==> config.mk <==
export PLATFORM = sky130hd
export DESIGN_NAME = hyperram_wb_bridge
export DESIGN_NICKNAME = d
export VERILOG_FILES = /design/src/rtl/hyperram_pkg.sv /design/src/rtl/hyperram_wb_bridge.sv
export SDC_FILE = /design/constraint.sdc
export NUM_CORES = 1
export LEC_CHECK = 0
export ABC_CLOCK_PERIOD_IN_PS = 3150
export CAP_MARGIN = 20
export CORE_AREA = 3 3 113 115
export CTS_CLUSTER_SIZE = 40
export DETAILED_ROUTE_END_ITERATION = 16
export DIE_AREA = 0 0 116 118
export GPL_TIMING_DRIVEN = 0
export PLACE_DENSITY = 0.94
export SETUP_SLACK_MARGIN = 0.2
export SLEW_MARGIN = 30
export SYNTH_ARGS = -nofsm -noshare
export SYNTH_HDL_FRONTEND = slang
export SYNTH_SLANG_ARGS = --single-unit
==> constraint.sdc <==
create_clock -name clk -period 3.15 [get_ports clk]
set_clock_uncertainty 0.05 [all_clocks]
set_input_delay 0.945 -clock clk [delete_from_list [all_inputs] [get_ports clk]]
set_output_delay 0.945 -clock clk [all_outputs]
set_load 0.02 [all_outputs]
==> src/rtl/hyperram_pkg.sv <==
// Shared types and constants for the HyperRAM Wishbone bridge.
// Holds the bridge FSM encoding and the config register field layout.
package hyperram_pkg;

    typedef enum logic [2:0] {
        IDLE,
        CFG_ACK,
        ISSUE,
        WAIT,
        ACK
    } state_t;

    localparam int CFG_WAIT_LO = 0;
    localparam int CFG_DONE_LO = 8;
    localparam int CFG_LAT_W   = 6;
    localparam int CFG_TIMED   = 16;
    localparam int CFG_RD_W    = 17;

    localparam logic [31:0] TIMEOUT_DATA = 32'hDEAD_BEEF;

    function automatic logic [31:0] byte_merge(
        input logic [31:0] old,
        input logic [31:0] wdat,
        input logic [3:0]  sel
    );
        logic [31:0] r;
        r = old;
        for (int i = 0; i < 4; i++) begin
            if (sel[i]) r[8*i +: 8] = wdat[8*i +: 8];
        end
        return r;
    endfunction

endpackage

==> src/rtl/hyperram_wb_bridge.sv <==
// Wishbone-classic slave feeding one HyperRAM core transaction per bus access.
// Also owns the core latency config register and a sticky timeout flag.
module hyperram_wb_bridge
    import hyperram_pkg::*;
#(
    parameter logic [31:0] ADDR_MASK    = 32'hFF00_0000,
    parameter logic [31:0] BASE_ADDR    = 32'h3000_0000,
    parameter logic [23:0] CFG_OFFSET   = 24'hFF_FFFC,
    parameter logic [5:0]  DEF_WAIT_LAT = 6'd6,
    parameter logic [5:0]  DEF_DONE_LAT = 6'd4,
    parameter logic [7:0]  TIMEOUT      = 8'd255
) (
    input  logic        clk,
    input  logic        rst,
    input  logic        wbs_cyc_i,
    input  logic        wbs_stb_i,
    input  logic        wbs_we_i,
    input  logic [3:0]  wbs_sel_i,
    input  logic [31:0] wbs_adr_i,
    input  logic [31:0] wbs_dat_i,
    output logic        wbs_ack_o,
    output logic [31:0] wbs_dat_o,
    output logic        hr_transaction_begin,
    output logic        hr_write_enable,
    output logic [31:0] hr_address,
    output logic [3:0]  hr_write_mask,
    output logic [31:0] hr_data_out,
    output logic [5:0]  hr_wait_latency,
    output logic [5:0]  hr_done_latency,
    output logic        hr_timed_read,
    input  logic        hr_done,
    input  logic [31:0] hr_read_data,
    output logic        err_timeout
);

    localparam logic [31:0] CFG_RST =
        {15'b0, 1'b0, 2'b0, DEF_DONE_LAT, 2'b0, DEF_WAIT_LAT};

    state_t      state;
    state_t      state_nx;
    logic [31:0] cfg;
    logic [31:0] rdata;
    logic [7:0]  cnt;
    logic        aborted;
    logic        hit;
    logic        req;
    logic        cfg_hit;
    logic        tmo;
    logic        in_core;
    logic [31:0] cfg_rd;

    assign hit     = (wbs_adr_i & ADDR_MASK) == BASE_ADDR;
    assign req     = wbs_cyc_i & wbs_stb_i & hit;
    assign cfg_hit = (wbs_adr_i & ~ADDR_MASK) == {8'h00, CFG_OFFSET};
    assign tmo     = cnt == (TIMEOUT - 8'd1);
    assign in_core = (state == ISSUE) || (state == WAIT);
    assign cfg_rd  = {err_timeout, 14'b0, cfg[CFG_RD_W-1:0]};

    assign hr_wait_latency = cfg[CFG_WAIT_LO +: CFG_LAT_W];
    assign hr_done_latency = cfg[CFG_DONE_LO +: CFG_LAT_W];
    assign hr_timed_read   = cfg[CFG_TIMED];

    always_ff @(posedge clk or negedge rst) begin
        if (!rst) state <= IDLE;
        else      state <= state_nx;
    end

    always_comb begin
        state_nx = state;
        unique case (state)
            IDLE: begin
                if (req) state_nx = cfg_hit ? CFG_ACK : ISSUE;
            end
            CFG_ACK: state_nx = IDLE;
            ISSUE:   state_nx = WAIT;
            WAIT: begin
                if (hr_done || tmo) state_nx = ACK;
            end
            ACK:     state_nx = IDLE;
            default: state_nx = IDLE;
        endcase
    end

    // An abandoned bus cycle still completes on the core side, but is never acked.
    always_comb begin
        wbs_ack_o            = 1'b0;
        wbs_dat_o            = 32'h0;
        hr_transaction_begin = 1'b0;
        unique case (state)
            CFG_ACK: begin
                wbs_ack_o = 1'b1;
                wbs_dat_o = cfg_rd;
            end
            ISSUE: hr_transaction_begin = 1'b1;
            ACK: begin
                if (wbs_cyc_i && !aborted) begin
                    wbs_ack_o = 1'b1;
                    wbs_dat_o = rdata;
                end
            end
            default: ;
        endcase
    end

    always_ff @(posedge clk or negedge rst) begin
        if (!rst) begin
            cfg         <= CFG_RST;
            err_timeout <= 1'b0;
        end else if (state == IDLE && req && cfg_hit) begin
            if (wbs_we_i) begin
                cfg         <= byte_merge(cfg, wbs_dat_i, wbs_sel_i);
                err_timeout <= 1'b0;
            end
        end else if (state == WAIT && !hr_done && tmo) begin
            err_timeout <= 1'b1;
        end
    end

    always_ff @(posedge clk or negedge rst) begin
        if (!rst) begin
            hr_write_enable <= 1'b0;
            hr_address      <= 32'h0;
            hr_write_mask   <= 4'h0;
            hr_data_out     <= 32'h0;
        end else if (state == IDLE && req && !cfg_hit) begin
            hr_write_enable <= wbs_we_i;
            hr_address      <= wbs_adr_i & ~ADDR_MASK;
            hr_write_mask   <= ~wbs_sel_i;
            hr_data_out     <= wbs_dat_i;
        end
    end

    always_ff @(posedge clk or negedge rst) begin
        if (!rst) begin
            cnt     <= 8'h0;
            aborted <= 1'b0;
            rdata   <= 32'h0;
        end else begin
            if (state == IDLE && req && !cfg_hit) begin
                cnt     <= 8'h0;
                aborted <= 1'b0;
            end
            if (in_core && !wbs_cyc_i) aborted <= 1'b1;
            if (state == WAIT) begin
                cnt <= cnt + 8'd1;
                if (hr_done) begin
                    if (!hr_write_enable) rdata <= hr_read_data;
                end else if (tmo) begin
                    rdata <= TIMEOUT_DATA;
                end
            end
        end
    end

endmodule
==> results of run 1 <==
==> worst reg2reg max path, cell delays in order, from the launching register on <==
cell and delay (ns):
dfrtp_1 0.45, nor4b_2 0.39, and3_1 0.20, clkbuf_1 0.20, and4_1 0.21, buf_2 0.23
mux2_2 0.37
==> worst max-delay path by stage <==
| stage | endpoint | slack [ns] |
|---|---|---|
| 6_report | wbs_dat_o[3] | 0.23 |
| 5_1_grt | wbs_dat_o[3] | 0.21 |
| 3_3_place_gp | hr_data_out[10] | -3.41 |
| 3_5_place_dp | wbs_dat_o[3] | -1.14 |
| 4_1_cts | wbs_dat_o[3] | 0.21 |
| 2_1_floorplan | wbs_dat_o[14] | 0.29 |
==> cell families after synthesis <==
group | count (synthesis)
other | 1
and+or+nand+nor | 83
adders and majority gates | 2
AOI/OAI and AO/OA | 70
buffers and inverters | 49
DFF | 123
muxes | 78
==> placed cells by master (no fill, tap or decap), types with 7 or more instances in the layout <==
cell type	instances
clkbuf_16	19
dfrtp_1	120
buf_2	19
buf_4	28
nand2_1	17
buf_6	22
conb_1	8
nor2_1	10
a22o_1	27
and2_1	15
o22a_1	24
inv_1	7
nand3_1	8
clkdlybuf4s50_1	178
mux2_2	69
nand4_1	7
==> routing by layer <==
metal,vias up,GRT usage,share of wire
li1,1954,-,-
met1,2116,0.273,0.37
met2,197,0.400,0.53
met3,28,0.0740,0.074
met4,0,0.0834,0.024
met5,-,0,0
==> metrics by stage <==
stage | power (uW) | TNS (ns) | hold WS (ns) | setup slack, ns
6_report | 4000 | 0 | 0.409 | 0.232
5_1_grt | 4160 | 0 | 0.425 | 0.208
4_1_cts | 4040 | 0 | 0.414 | 0.205
3_5_place_dp | 2110 | -52.31 | 0.420 | -1.14
3_3_place_gp | 2080 | -463.33 | 0.412 | -3.41
2_1_floorplan | 1840 | 0 | 0.402 | 0.292
==> repair_timing <==
item                                    in CTS  in global routing
gates resized for setup                    173                 16
pin swaps                                    5                  3
endpoints found under the setup margin      91                105
cloned                                       2                  0
hold endpoints to repair                     0                  0
buffers inserted                             5                  0
==> power groups by stage <==
| stage | Sequential [uW] | Clock, uW | Combinational, uW |
|---|---|---|---|
| floorplan | 1720 | 0 | 127 |
| global placement | 1700 | 0 | 386 |
| detailed placement | 1700 | 0 | 407 |
| CTS | 1670 | 1950 | 417 |
| global route | 1680 | 2030 | 450 |
| finish | 1670 | 1910 | 417 |
==> area by class of cell <==
cell class | count | area, um^2 | share of cell area
Sequential cell | 123 | 3080 | 0.365
Timing Repair Buffer | 222 | 2180 | 0.259
Multi-Input combinational cell | 241 | 2020 | 0.240
Clock buffer | 21 | 470 | 0.0557
Buffer | 42 | 352 | 0.0417
Tap cell | 147 | 184 | 0.0218
Clock inverter | 11 | 119 | 0.0141
Inverter | 7 | 26.3 | 0.00311
==> registers in the layout (all words and copies together), names as in the netlist <==
register,cells
aborted,1
cfg,17
cnt,8
err_timeout,1
hr_address,24
hr_data_out,32
hr_write_enable,1
hr_write_mask,4
rdata,32
state,3
==> run metrics, run 1 <==
post-synthesis xor/xnor area fraction 0; type of destination of the critical path output port; most used cell, CP buf_6; top-count cell post-synth dfrtp_1; Reg clk slew, reported paths 0.05 ns; ys async rst share 1.00; crit path cell chain buf_6, and4b_1, buf_8, clkbuf_16, a22o_1, buf_6; CTS tree done; synthesis-to-layout area growth 56.9%; Die Ht 118 um; DRC violations left 0; GP Congestion 0.832; Vias 4,295; RSZ-0062 raised after global routing no; GRT Residual Overflow 0; Gate power share 0.104; post-synthesis cell count 406; Period minus WS final 2.92 ns; final core utilization 0.709; largest vdd supply drop 0.000299 V; htree depth 4; slowest stage cell, crit path a22o_1; Post-synth EDFFs 0; top cells by count, synth 120 x dfrtp_1, 69 x mux2_2, 27 x a22o_1; CP delay by family, top buffers and inverters; ys flop type dfrtp_1; routed wire length 15.6 mm; Max Freq 343 MHz; worst-path fanout max 8; PD cells 474 nW/um^2; leakage power 0.00404 uW; Total Routing Usage GR 0.234; Cell variety after synth 50; Placed Cells incl. Taps 775; WS Path Type primary input to output port; worst min path class primary input to asynchronous set/reset pin; layout cells sized above 1 0.285; sinks on the clock net 123; Row Count 40; CORE AREA 11,900 um^2; Slew HR 0.453; Synth top area share 0.558; Avg Synthesized Cell Area 13.2 um^2; Initial DRT Pass Iterations 4; starting density of the core 0.452; Worst Reg-to-Reg Cells 6; largest family of logic cells by synthesized area multiplexers; CP Depth 6; Flop pwr share 0.418; First DRT Iteration DRCs 208; clock network power share 0.478; Final Cell Area 8440 um^2; post-DP HPWL 11.5 mm; switching part of the total 0.230; vias in the first global route 4,628; diode count 0; Crit Reg-Reg Endpoint cfg[3]; drt wl/cell 19.2 um; Sw Pwr 919 uW; Final Hold Fails 0; Worst Setup SP wbs_cyc_i; measured slew at the worst slew-check pin 0.815 ns; adder and majority gate portion of the synthesized area 0.00465; Final setup violation count 0; initial antenna violation count 0; Yosys reg bits 123; period utilisation layout 0.926; FILL cells 819; top cells by area, synth dfrtp_1 56%, mux2_2 14%, a22o_1 4.4%, o22a_1 3.9%, buf_4 2.9%; count of non-filler cells in the finished layout 814; post-synth top area cell dfrtp_1; Buffers on Ports 214; die area 13,700 um^2; Seq/Total Area, Yosys 0.573; FF-to-FF setup slack 0.94 ns; crit path buf inv count 4; Synth Warn # 0; pin count of the biggest net entering global routing 68; Num CTS Buffers 17; launching element type of the critical path primary input; Max-Cap Viols 0; Cell Area, Synth 5380 um^2; crit path DAT 1.92 ns; worst r2r src state[2]; worst endpoint required time 2.15 ns; Slew Limit Fails 0; Synth Area in Compound Gates 0.109; Die Wd 116 um; total I/O pin count 223; nets@finish 762; post-route ant nets 0; CP max stage delay 0.23 ns; DP Area 7760 um^2; via density per instance 5.28; post-synthesis mux area share 0.162; clk buf depth 2; first-pass GRT wire length 24.6 mm; clk root buf clkbuf_16; Pint 3080 uW; post-synthesis simple-gate area fraction 0.0923; Worst-Skew Late Latency 0.40 ns; hold_buf cts 0; status finished clean
Note: power is estimated with default switching activity, not from simulation.
==> run 2: changes to the inputs <==
--- a/config.mk
+++ b/config.mk
@@ -5,16 +5,17 @@
 export SDC_FILE = /design/constraint.sdc
 export NUM_CORES = 1
 export LEC_CHECK = 0
+export ABC_AREA = 1
 export ABC_CLOCK_PERIOD_IN_PS = 3150
 export CAP_MARGIN = 20
-export CORE_AREA = 3 3 113 115
+export CORE_AREA = 3 3 115 117
 export CTS_CLUSTER_SIZE = 40
 export DETAILED_ROUTE_END_ITERATION = 16
-export DIE_AREA = 0 0 116 118
+export DIE_AREA = 0 0 118 120
 export GPL_TIMING_DRIVEN = 0
-export PLACE_DENSITY = 0.94
+export PLACE_DENSITY = 0.95
 export SETUP_SLACK_MARGIN = 0.2
-export SLEW_MARGIN = 30
+export SLEW_MARGIN = 20
 export SYNTH_ARGS = -nofsm -noshare
 export SYNTH_HDL_FRONTEND = slang
 export SYNTH_SLANG_ARGS = --single-unit
==> run metrics, run 2 <==
Die Ht 120 um (was 118 um); GP Congestion 0.903 (was 0.832); CP max stage delay 0.69 ns (was 0.23 ns); htree depth 4 (unchanged); pin count of the biggest net entering global routing 82 (was 68); total I/O pin count 223 (unchanged); Yosys reg bits 123 (unchanged); vias in the first global route 5,898 (was 4,628); post-synth top area cell dfrtp_1 (unchanged); Final Hold Fails 0 (unchanged); Buffers on Ports 214 (unchanged); first-pass GRT wire length 30.7 mm (was 24.6 mm); layout cells sized above 1 0.139 (was 0.285); leakage power 0.00454 uW (was 0.00404 uW); CP delay by family, top buffers and inverters (unchanged); hold_buf cts 0 (unchanged); via density per instance 5.21 (was 5.28); Seq/Total Area, Yosys 0.529 (was 0.573); top cells by area, synth dfrtp_1 52%, nand2_1 14%, nand3_1 7.0%, inv_1 5.2%, nor2_1 4.5% (was dfrtp_1 56%, mux2_2 14%, a22o_1 4.4%, o22a_1 3.9%, buf_4 2.9%); Top Registers hr_data_out (32), rdata (32), hr_address (24) (unchanged); slowest stage cell, crit path clkdlybuf4s50_1 (was a22o_1); Row Count 41 (was 40); Total Routing Usage GR 0.278 (was 0.234); most frequent cells in the layout 216 x nand2_1, 179 x clkdlybuf4s50_1, 120 x dfrtp_1 (was 178 x clkdlybuf4s50_1, 120 x dfrtp_1, 69 x mux2_2); Max-Cap Viols 0 (unchanged); Post-synth EDFFs 0 (unchanged); top cells by count, synth 216 x nand2_1, 120 x dfrtp_1, 81 x nand3_1 (was 120 x dfrtp_1, 69 x mux2_2, 27 x a22o_1); Vias 6,018 (was 4,295); RSZ-0062 raised after global routing no (unchanged); CTS tree done (unchanged); First DRT Iteration DRCs 562 (was 208); sinks on the clock net 123 (unchanged); WL met1 7.35 mm (was 5.86 mm); max layer used met4 (unchanged); Cell variety after synth 30 (was 50); Final setup violation count 0 (unchanged); Period minus WS final 2.90 ns (was 2.92 ns); Cell Area, Synth 5830 um^2 (was 5380 um^2); die area 14,200 um^2 (was 13,700 um^2); Final WS setup 0.255 ns (was 0.232 ns); Die Wd 118 um (was 116 um); Synth top area share 0.515 (was 0.558); CORE AREA 12,500 um^2 (was 11,900 um^2); FF-to-FF setup slack 1.19 ns (was 0.94 ns); period utilisation layout 0.919 (was 0.926); final core utilization 0.719 (was 0.709); post-route ant nets 0 (unchanged); Synth Warn # 0 (unchanged); top-count cell post-synth nand2_1 (was dfrtp_1); clk buf depth 2 (unchanged); Max Freq 345 MHz (was 343 MHz); nets@finish 1,078 (was 762); Worst-Skew Late Latency 0.41 ns (was 0.40 ns); crit path DAT 1.90 ns (was 1.92 ns); synthesis-to-layout area growth 53.7% (was 56.9%); Reg clk slew, reported paths 0.05 ns (about the same); Avg Synthesized Cell Area 8.04 um^2 (was 13.2 um^2); Slew Limit Fails 0 (unchanged); ys async rst share 1.00 (unchanged); ys flop type dfrtp_1 (unchanged); initial antenna violation count 0 (unchanged); GRT Residual Overflow 0 (unchanged); drt wl/cell 17.1 um (was 19.2 um); post-synthesis cell count 725 (was 406); routed wire length 19.8 mm (was 15.6 mm); commonest non-fill, non-tap cell in the layout nand2_1 (was clkdlybuf4s50_1); post-DP HPWL 13.9 mm (was 11.5 mm); type of destination of the critical path output port (unchanged); clk root buf clkbuf_16 (unchanged); launching element type of the critical path register (was primary input); PD cells 503 nW/um^2 (was 474 nW/um^2); worst endpoint required time 2.15 ns (about the same); diode count 0 (unchanged); crit path buf inv count 2 (was 4); status finished clean (unchanged); worst slack, placed -0.822 ns (was -1.14 ns); Final Cell Area 8960 um^2 (was 8440 um^2); worst-path fanout max 4 (was 8); largest vdd supply drop 0.000348 V (was 0.000299 V); starting density of the core 0.468 (was 0.452); met3 WL 1.16 mm (about the same); Num CTS Buffers 17 (unchanged); Initial DRT Pass Iterations 7 (was 4); Sum Neg Setup Slack 0 ns (unchanged); total power 4510 uW (was 4000 uW); worst min path class primary input to asynchronous set/reset pin (unchanged); DRC violations left 0 (unchanged); crit path cell chain inv_2, nand2_2, nor2_1, clkdlybuf4s50_1 (was buf_6, and4b_1, buf_8, clkbuf_16, a22o_1, buf_6); DP Area 8240 um^2 (was 7760 um^2); WS Path Type register to output port (was primary input to output port); routed wl met2 10.3 mm (was 8.25 mm)
[run 2: report_power, final]
group	switching, uW	leakage (uW)	internal, uW
registers	60.4	0.00156	1670
clock network	711	0.000304	1420
logic	360	0.00268	282
[run 2: area by class of cell]
| cell class | count | area [um^2] |
|---|---|---|
| Sequential cell | 123 | 3080 |
| Tap cell | 172 | 215 |
| Inverter | 86 | 323 |
| Timing Repair Buffer | 219 | 2140 |
| Fill cell | 888 | 3500 |
| Buffer | 53 | 389 |
| Clock inverter | 11 | 191 |
| Clock buffer | 21 | 450 |
| Multi-Input combinational cell | 470 | 2180 |
[run 2: worst paths after layout]
path,startpoint,to,cells after the start
max in group asynchronous,rst,rdata[14],2
min in group clk,hr_address[7],hr_address[7],2
setup reg to reg,state[2],rdata[13],9
hold / removal,rst,hr_data_out[13],1
hold reg to reg,hr_address[7],hr_address[7],2
setup / recovery,state[2],hr_transaction_begin,4
[run 2: per-stage QoR]
stage          instances  hold WS, ns
3_5_place_dp        1119        0.408
6_report            1155        0.392
5_1_grt             1155        0.411
2_1_floorplan        732        0.392
3_3_place_gp        1118        0.402
4_1_cts             1155        0.409
[run 2: what timing repair did]
item | in CTS | in global routing
setup endpoints to repair | 33 | 30
pin swaps | 1 | 0
cloned | 1 | 0
buffers inserted | 3 | 0
gates resized for setup | 135 | 20
[run 2: per-layer routing]
metal / vias to the layer above / global-route usage
met1: 2866 / 0.326
met3: 82 / 0.0570
li1: 2769 / -
met5: - / 0
met4: 0 / 0.149
met2: 301 / 0.480
[run 2: kinds of logic after synthesis]
| family | count (synthesis) | share of synthesized area |
|---|---|---|
| flip-flops | 123 | 0.529 |
| AO/OA/AOI/OAI | 64 | 0.0607 |
| adder cells (fa/ha/maj) | 2 | 0.00429 |
| AND/OR/NAND/NOR | 396 | 0.290 |
| other | 1 | 0.000643 |
| buffers and inverters | 139 | 0.116 |
